<file path="src/rtl/mips_decode_alu.sv">
// MIPS-subset ID/EX helper: PC+4, main/ALU control decode, 32-bit ALU and a clocked syscall print/halt unit.
// Build option: define ALU_EXT_EN to enable ALU ops 011 XOR, 100 NOR, 101 SLTU (otherwise they yield 0).
module mips_decode_alu (
  input  logic        clk,
  input  logic        rst,
  input  logic [31:0] pc,
  output logic [31:0] pc_plus4,
  input  logic [31:0] instr,
  input  logic [31:0] syscall_info,
  input  logic [31:0] std_out,
  output logic        reg_dst,
  output logic        jump,
  output logic        branch,
  output logic        mem_read,
  output logic        mem_to_reg,
  output logic        reg_write,
  output logic        alu_src,
  output logic        mem_write,
  output logic [2:0]  alu_control,
  output logic        illegal,
  input  logic [31:0] alu_a,
  input  logic [31:0] alu_b,
  input  logic [2:0]  alu_ctl,
  output logic [31:0] alu_out,
  output logic        alu_zero,
  output logic        print_valid,
  output logic [31:0] print_data,
  output logic        halt
);

  logic [5:0] w_opcode;
  logic [5:0] w_funct;
  logic       w_is_syscall;
  logic       r_print_valid;
  logic [31:0] r_print_data;
  logic       r_halt;

  assign pc_plus4     = pc + 32'd4;
  assign w_opcode     = instr[31:26];
  assign w_funct      = instr[5:0];
  assign w_is_syscall = (w_opcode == 6'h00) && (w_funct == 6'h0C);

  always_comb begin
    reg_dst     = 1'b0;
    jump        = 1'b0;
    branch      = 1'b0;
    mem_read    = 1'b0;
    mem_to_reg  = 1'b0;
    reg_write   = 1'b0;
    alu_src     = 1'b0;
    mem_write   = 1'b0;
    alu_control = 3'b010;
    illegal     = 1'b0;
    case (w_opcode)
      6'h00: begin
        // R-type: controls only asserted for recognised functs
        case (w_funct)
          6'h20, 6'h21: begin reg_dst = 1'b1; reg_write = 1'b1; alu_control = 3'b010; end
          6'h22, 6'h23: begin reg_dst = 1'b1; reg_write = 1'b1; alu_control = 3'b110; end
          6'h24:        begin reg_dst = 1'b1; reg_write = 1'b1; alu_control = 3'b000; end
          6'h25:        begin reg_dst = 1'b1; reg_write = 1'b1; alu_control = 3'b001; end
          6'h2A:        begin reg_dst = 1'b1; reg_write = 1'b1; alu_control = 3'b111; end
          6'h0C:        alu_control = 3'b010;
          default: begin
            alu_control = 3'b000;
            illegal     = 1'b1;
          end
        endcase
      end
      6'h23: begin alu_src = 1'b1; mem_to_reg = 1'b1; mem_read = 1'b1; reg_write = 1'b1; end
      6'h2B: begin alu_src = 1'b1; mem_write = 1'b1; end
      6'h04: begin branch = 1'b1; alu_control = 3'b110; end
      6'h08, 6'h09: begin alu_src = 1'b1; reg_write = 1'b1; end
      6'h0A: begin alu_src = 1'b1; reg_write = 1'b1; alu_control = 3'b111; end
      6'h0C: begin alu_src = 1'b1; reg_write = 1'b1; alu_control = 3'b000; end
      6'h0D: begin alu_src = 1'b1; reg_write = 1'b1; alu_control = 3'b001; end
      6'h02: jump = 1'b1;
      default: illegal = 1'b1;
    endcase
  end

  always_comb begin
    alu_out = 32'd0;
    case (alu_ctl)
      3'b000: alu_out = alu_a & alu_b;
      3'b001: alu_out = alu_a | alu_b;
      3'b010: alu_out = alu_a + alu_b;
      3'b110: alu_out = alu_a - alu_b;
      3'b111: alu_out = {31'd0, $signed(alu_a) < $signed(alu_b)};
`ifdef ALU_EXT_EN
      3'b011: alu_out = alu_a ^ alu_b;
      3'b100: alu_out = ~(alu_a | alu_b);
      3'b101: alu_out = {31'd0, alu_a < alu_b};
`else
      default: alu_out = 32'd0;
`endif
    endcase
  end

  assign alu_zero = (alu_out == 32'd0);

  // Print strobe and data live for exactly one cycle per syscall-1 edge
  always_ff @(posedge clk or posedge rst) begin
    if (rst) begin
      r_print_valid <= 1'b0;
      r_print_data  <= 32'd0;
      r_halt        <= 1'b0;
    end else begin
      r_print_valid <= w_is_syscall && (syscall_info == 32'd1);
      r_print_data  <= (w_is_syscall && (syscall_info == 32'd1)) ? std_out : 32'd0;
      if (w_is_syscall && (syscall_info == 32'd10))
        r_halt <= 1'b1;
    end
  end

  assign print_valid = r_print_valid;
  assign print_data  = r_print_data;
  assign halt        = r_halt;

endmodule

</file>
<file path="config.mk">
export PLATFORM = sky130hd
export DESIGN_NAME = mips_decode_alu
export DESIGN_NICKNAME = d
export VERILOG_FILES = /design/src/rtl/mips_decode_alu.sv
export SDC_FILE = /design/constraint.sdc
export NUM_CORES = 1
export LEC_CHECK = 0
export CORE_ASPECT_RATIO = 0.5
export CORE_UTILIZATION = 48
export CTS_CLUSTER_DIAMETER = 100
export DETAILED_ROUTE_END_ITERATION = 7
export GPL_TIMING_DRIVEN = 0
export PLACE_DENSITY = 0.89
export SYNTH_ARGS = -nofsm -noshare
export SYNTH_HDL_FRONTEND = slang
export SYNTH_SLANG_ARGS = --single-unit
</file>
<file path="constraint.sdc">
create_clock -name clk -period 9.9 [get_ports clk]
set_clock_uncertainty 0.05 [all_clocks]
set_input_delay 1.485 -clock clk [delete_from_list [all_inputs] [get_ports clk]]
set_output_delay 1.485 -clock clk [all_outputs]
set_load 0.005 [all_outputs]
</file>
Word-level counts from Yosys, hierarchy flattened
Cells that the tools add are included.
W data, S select, Z words.

cells by class
  divide/modulo/power cells = 0
  shifts and indexed selects = 0
  $lt $le $gt $ge = 1
  reduce and logical (&&, ||, !) cells = 13
  equal/unequal tests = 23
  multipliers = 0
  mux-type cells = 14
  bitwise logic cells = 2
  add/sub/neg operators = 3

operators with widths
  cell                     number
  $pmux W32 S5             1
  $eq A6 B6 Y1 const B     9
  $eq A6 B4 Y1 const B     6
  $add A32 B3 Y32 const B  1
  $add A32 B32 Y32         1
  $and A32 B32 Y32         1
  $eq A32 B1 Y1 const B    1
  $eq A32 B4 Y1 const B    1
  $logic_not A32 Y1        1
  $lt A32 B32 Y1           1
  $mux W32                 1
  $or A32 B32 Y32          1
  $sub A32 B32 Y32         1
  $pmux W3 S5              1
  $reduce_or A7 Y1         2
  $pmux W3 S4              1
  $reduce_or A9 Y1         1
  $mux W1                  8
  $reduce_or A8 Y1         1
  $eq A3 B3 Y1 const B     2
  $eq A6 B2 Y1 const B     1
  $eq A6 B3 Y1 const B     1
  $logic_not A6 Y1         1
  $reduce_or A6 Y1         1
  other kinds (7)          10

storage, ports and cells
  output and inout port bits = 111
  input bits = 197
  register bits = 34
  ROM bits = 0
  latch bits = 0
  memories = 0
  bits in writable memories = 0
  word-level logic and storage cells = 59

Longest topological paths before layout
Gate-level depths: netlist of the first run.

  word-level depth = 4
  mapped depth = 16
  mapped depth without buffers = 16

Worst setup path before layout of the first run
OpenSTA, ideal clock, no wires.

  kind = input port to output port
  from = input port alu_a[0]
  to = output port alu_zero
  required time = 8365 ps
  path buffers = 0
  data arrival time = 4608 ps
  setup slack = 3757 ps
  stages on the path = 16
  cells stage by stage = inv_1 > ha_1 > inv_1 > fa_1 > nor2b_1 > o31a_1 > o21ai_1 > xor2_1 > a22o_1 > or4_1 > a2111oi_2 > and4bb_1 > nand4_1 > nor4b_2 > nand4bb_1 > nor4_2

between the ends
  word-level cells in the longest chain between the ends = 3
  elaborated cells between the ends (all ways) = 7
  those cells by class = add/sub: 2; order compare: 1; mux: 1; bitwise: 2; reduce/logical: 1

RTL lines
  element                                               line    RTL
  start: declaration                                    21      input logic [31:0] alu_a,
  $sub A32 B32 Y32 or $add A32 B32 Y32 (tied branches)  88, 87
  $pmux W32 S5 *                                        84      case (alu_ctl)
  named net alu_out[4]                                  24      output logic [31:0] alu_out,
  $logic_not A32 Y1 *                                   100     assign alu_zero = (alu_out == 32'd0);
  end: declaration                                      25      output logic alu_zero,

The timed path passes the listed nets; every way through them passes the cells marked *.

Worst setup path after layout of the first run
  from = input port alu_a[6]
  to = output port alu_zero

between the ends
  word-level cells in the longest chain between the ends = 3
  elaborated cells between the ends (all ways) = 7
  those cells by class = add/sub: 2; order compare: 1; mux: 1; bitwise: 2; reduce/logical: 1

RTL lines
  element                                   line  RTL
  $sub A32 B32 Y32 (tied with other cells)  88    3'b110: alu_out = alu_a - alu_b;
  $pmux W32 S5 *                            84
  $logic_not A32 Y1 *                       100

Mark *: on every way between the ends. The rest lies on a longest branch, timed or not.

==> results of run 1 <==
==> power groups by stage <==
stage          Sequential [µW]  Combinational, µW  Clock (µW)
3_3_place_gp               142                464           0
6_report                   139                490         182
5_1_grt                    139                523         188
4_1_cts                    139                475         184
3_5_place_dp               142                471           0
2_1_floorplan              142                260           0
==> final timing paths <==
check	from	endpoint	slack (ns)	cells past startpoint
max	alu_a[6]	alu_zero	2.01	17
max in group asynchronous	rst	print_data[4]$_DFF_PP0_	7.87	3
min	halt$_DFFE_PP0P_	halt$_DFFE_PP0P_	0.46	1
min in group asynchronous	rst	print_data[9]$_DFF_PP0_	1.48	2
min reg2reg	halt$_DFFE_PP0P_	halt$_DFFE_PP0P_	0.46	1
max reg2reg	halt$_DFFE_PP0P_	halt$_DFFE_PP0P_	9.14	1
==> kinds of logic (layout without fill, tap and decap cells) <==
| kind of cell | after synthesis | after routing | synth area share |
|---|---|---|---|
| XOR/XNOR | 51 | 51 | 0.0615 |
| buffers and inverters | 154 | 445 | 0.0872 |
| AO/OA/AOI/OAI | 301 | 301 | 0.287 |
| flip-flops | 34 | 34 | 0.117 |
| AND/OR/NAND/NOR | 367 | 367 | 0.268 |
| adder cells (fa/ha/maj) | 99 | 99 | 0.173 |
| multiplexers | 5 | 5 | 0.00724 |
==> routing by layer <==
layer	vias up	wire length, µm
li1	4208	-
met2	592	14700
met4	0	790
met5	-	0
met1	4350	12300
met3	75	3360
==> flip-flops by register name (all words and copies together) (netlist names) <==
signal,flops
halt,1
print_valid,1
print_data,32
==> stage by stage <==
step / std cells / setup WS, ns
after floorplan: 1011 / 3.76
after global placement: 1492 / 2.11
after detailed placement: 1492 / 2.10
after CTS: 1499 / 2.06
after global routing: 1500 / 1.81
final: 1500 / 2.01
==> synthesized netlist by cell type (14+ instances only) <==
cell      count
o21ai_0      49
o22ai_1      18
xnor2_1      41
ha_1         97
nor2_1       86
clkbuf_1     29
nor3_1       23
nand2_1      73
a21oi_1      73
nand3_1      35
nand4_1      14
dfrtp_1      34
a21o_1       14
inv_1        98
nor4_1       17
nor2b_1      15
a211oi_1     16
and2_1       35
==> cell type report <==
class / count / area, µm²
flip-flops and latches: 34 / 851
inverters: 100 / 375
clock buffers: 6 / 139
fillers: 1126 / 4090
clock inverters: 1 / 30.0
multi-input cells: 823 / 5770
repair buffers: 284 / 2860
plain buffers: 54 / 258
well taps: 198 / 248
==> results.cfg, run 1 <==
[run_status]
status = completed

[critical_path]
critical_path.max_fanout = 8
end_kind = output port
path_class = in -> out
required_ns = 8.37
crit_path_start_kind = primary input
worst_path_max_delay_cell = a2111oi_0
timing.critical_path.buf_inv = 5
max_stage_delay_ns = 0.97
path_cells = clkdlybuf4s50_1 -> inv_1 -> ha_1 -> buf_2 -> inv_1 -> a21oi_1 -> o32ai_1 -> o21ai_0 -> nand3_1 -> a2111oi_0 -> o2111ai_1 -> o211ai_1 -> xnor2_1 -> nand2_1 -> nand4bb_1 -> nor4_2 -> clkdlybuf4s50_1
crit_arrival_ns = 6.35
crit_family = compound AO/OA/AOI/OAI gates

[logic_synthesis]
synth.area.top_cells = ha_1 (17%), dfrtp_1 (12%), inv_1 (5.1%)
ys_ff_latch = 34
syn_nets = 1307
syn_area_um2 = 7260
synth-edff-count = 0
synthArstFlopShare = 1.00
yosysTopAreaCell = ha_1
syn-instance-count = 1011
synth_ff_type = dfrtp_1
ys_warn_count = 0
synth_cell_types = 90
synth.avg_cell_area_um2 = 7.18
synth_top_cell_area_share = 0.167
ys_seq_area_frac = 0.117

[cts]
cts_made_buffers = 5
cts_hold_buf = 0
cts_root_buffer = clkbuf_16
cts_resized = 0
tritoncts = built
cts_setup_buffers = 0
clk_latency_ns = 0.28
h-tree-depth = 2
numClockSinks = 34
cts.path.max_buffers = 2
path_clk_slew_ns = 0.05

[floorplan]
dieArea_um2 = 15600
initial_core_util = 0.496
die_h_um = 89.0
rows = 31
core-area_um2 = 14600
ios = 308
die_w_um = 176

[placed_design]
gp_congestion = 1.04
io_buffers = 283
hpwl_mm = 25.2
placed_cell_area_um2 = 10300

[drt]
routed_via_density = 6.15
drt_iter0_drc = 984
vias = 9225
wire_per_inst_um = 20.8
wl_mm = 31.1
dr.pass1.iters = 5
ant_nets = 0
drc = 0

[finish]
fin_util = 0.720
antennaDiodeCount = 0
layout_common_cells = clkdlybuf4s50_1 (283), inv_1 (97), ha_1 (97)
drive_above_1_share = 0.0476
final_nets = 1598
final_common_cell = clkdlybuf4s50_1
design_area_um2 = 10500
synthToLayoutAreaGrowth_pct = 45.1

[power]
pwr-share-seq = 0.172
power_density_nw_per_um2 = 77.0
p_leak_uw = 0.00453
switching_share = 0.397
total_power_uw = 811
ir_worst_vdd_v = 0.0000694
p_int_uw = 489
p_switching_uw = 322
pwr-share-clk = 0.224
power_frac_comb = 0.604

[grt]
grt_max_degree = 35
grt_pass1_vias = 8524
antenna_found_initial = 0
met3_usage = 0.0821
use_met2 = 0.676
grt-busiest-layer = met2
overflow = 0
use_met1 = 0.460
grt_pass1_wl_mm = 46.0
grtUsageTotal = 0.377

[timing]
setup_violations = 0
drv_slew = 0
fin_crit_sh = 0.797
grt_setup_unrepaired = no
final_hold_viol_count = 0
period_minus_slack_ns = 7.89
fmax_mhz = 127
tns_ns = 0
worst_slew_pin_slew_ns = 1.05
slew_headroom = 0.281
hold_slack_ns = 0.455

[flow_run]
maxCapViolations = 0

[worst_hold_path]
holdCritPathClass = reg -> reg
Note: power is estimated with default switching activity, not from simulation.
==> run 2: changes to the inputs <==
- CORE_UTILIZATION: 48 -> 40
- PLACE_DENSITY: 0.89 -> 0.79
- clock period: 9.9 -> 7.05 ns (I/O delays scaled with it)
==> run 2 against run 1 <==
Against the previous run: the flow now finishes with violations (DRC); critical endpoint unchanged; count of clock-buffer cells in the layout is the same; die area grew 20%; combinational power grew 43%; total power grew 36%; largest power group unchanged; setup slack lost 1.9 ns.
==> results.cfg, run 2 (same netlist as run 1, synthesis figures left out) <==
[run_status]
status = complete, but fails checks
violations = DRC

[floorplan]
ios = 308
die_h_um = 97.3
core-area_um2 = 17600
dieArea_um2 = 18700
die_w_um = 193
rows = 34
initial_core_util = 0.413

[critical_path]
path_class = in -> out
critical_path.max_fanout = 5
max_stage_delay_ns = 0.53
path_cells = clkdlybuf4s50_1 -> ha_1 -> inv_1 -> fa_1 -> nor2b_1 -> o311ai_4 -> a21oi_2 -> nor3_2 -> a211oi_1 -> a211oi_2 -> mux2i_1 -> or3_1 -> nor4_2 -> nor4b_4 -> nand4bb_1 -> nor4_2 -> clkdlybuf4s50_1
crit_path_start_kind = primary input
required_ns = 5.94
crit_arrival_ns = 5.80
worst_path_max_delay_cell = clkdlybuf4s50_1
end_kind = output port

[finish]
fin_util = 0.604
design_area_um2 = 10600
synthToLayoutAreaGrowth_pct = 46.3
drive_above_1_share = 0.0522
layout_common_cells = clkdlybuf4s50_1 (283), inv_1 (97), ha_1 (97)
antennaDiodeCount = 0
final_common_cell = clkdlybuf4s50_1
largest_reg_flops = 32
final_nets = 1599

[cts]
h-tree-depth = 2
cts_made_buffers = 5
path_clk_slew_ns = 0.05
numClockSinks = 34
cts_hold_buf = 0
cts_root_buffer = clkbuf_16
clk_latency_ns = 0.27
tritoncts = built
cts.path.max_buffers = 2

[drt]
drt_iter0_drc = 870
vias = 9013
wl_mm = 31.4
ant_nets = 0
dr.pass1.iters = 7
drc = 36
routed_via_density = 5.87
wire_per_inst_um = 20.5

[timing]
slew_headroom = 0.358
drv_slew = 0
period_minus_slack_ns = 6.91
fin_ws_ns = 0.144
final_hold_viol_count = 0
fin_crit_sh = 0.980
worst_slew_pin_slew_ns = 0.961
tns_ns = 0
fmax_mhz = 145
setup_violations = 0
grt_setup_unrepaired = no

[grt]
antenna_found_initial = 0
grt_pass1_wl_mm = 47.3
grt_max_degree = 35
grt_pass1_vias = 8438
grtUsageTotal = 0.323
overflow = 0

[placed_design]
gp_congestion = 0.996
dp_worst_setup_slack_ns = -0.0527
hpwl_mm = 25.8
placed_cell_area_um2 = 10400
io_buffers = 283

[power]
total_power_uw = 1110
power_density_nw_per_um2 = 104
p_leak_uw = 0.00454
ir_worst_vdd_v = 0.000104

[flow_run]
maxCapViolations = 0

[worst_hold_path]
holdCritPathClass = reg -> reg
run 2: area by class of cell:
class,instances,area (µm²)
clock buffers,6,139
flip-flops and latches,34,851
repair buffers,285,2850
inverters,100,375
multi-input cells,823,5860
plain buffers,54,258
fillers,1630,6950
well taps,234,293
run 2: report_power, final:
group	internal, µW	switching, µW	total, µW	leakage, µW
combinational	322	379	701	0.00400
clock	136	74.2	210	0.0000688
sequential	195	0.0000000000552	195	0.000475
total	653	453	1110	0.00454
run 2: path summary, 6_finish.rpt:
path | from | to | slack [ns] | depth (start not counted)
setup / recovery | alu_b[0] | alu_zero | 0.14 | 17
hold / removal | halt$_DFFE_PP0P_ | halt$_DFFE_PP0P_ | 0.43 | 1
setup reg to reg | halt$_DFFE_PP0P_ | halt$_DFFE_PP0P_ | 6.31 | 1
hold reg to reg | halt$_DFFE_PP0P_ | halt$_DFFE_PP0P_ | 0.43 | 1
max in group asynchronous | rst | print_data[24]$_DFF_PP0_ | 5.32 | 2
min in group asynchronous | rst | print_data[3]$_DFF_PP0_ | 1.17 | 2
run 2: critical path: cells and delay by family:
kind / cells / cell delay, ns
AO/OA/AOI/OAI: 4 / 1.04
AND/OR/NAND/NOR: 7 / 1.87
adder cells (fa/ha/maj): 2 / 0.58
buffers and inverters: 3 / 1.10
multiplexers: 1 / 0.12
run 2: metrics by stage:
| stage | instances | hold WS (ns) |
|---|---|---|
| 6_report | 1536 | 0.434 |
| 5_1_grt | 1536 | 0.447 |
| 4_1_cts | 1534 | 0.428 |
| 3_5_place_dp | 1528 | 0.417 |
| 3_3_place_gp | 1528 | 0.402 |
| 2_1_floorplan | 1011 | 0.410 |
run 2: layer usage:
layer  global-route usage  share of wire  up-vias
met5                    0              0        -
met4               0.0618          0.014        0
met3               0.0477          0.099       46
met2                0.525           0.45      497
met1                0.451           0.44     4262
li1                     -              -     4208
run 2: repair_timing:
| item | CTS | global route |
|---|---|---|
| gates cloned | 0 | 0 |
| endpoints found under the hold margin | 0 | 0 |
| gates resized for setup | 2 | 14 |
| setup buffers | 0 | 2 |
| pin swaps | 0 | 3 |
| endpoints found under the setup margin | 1 | 3 |
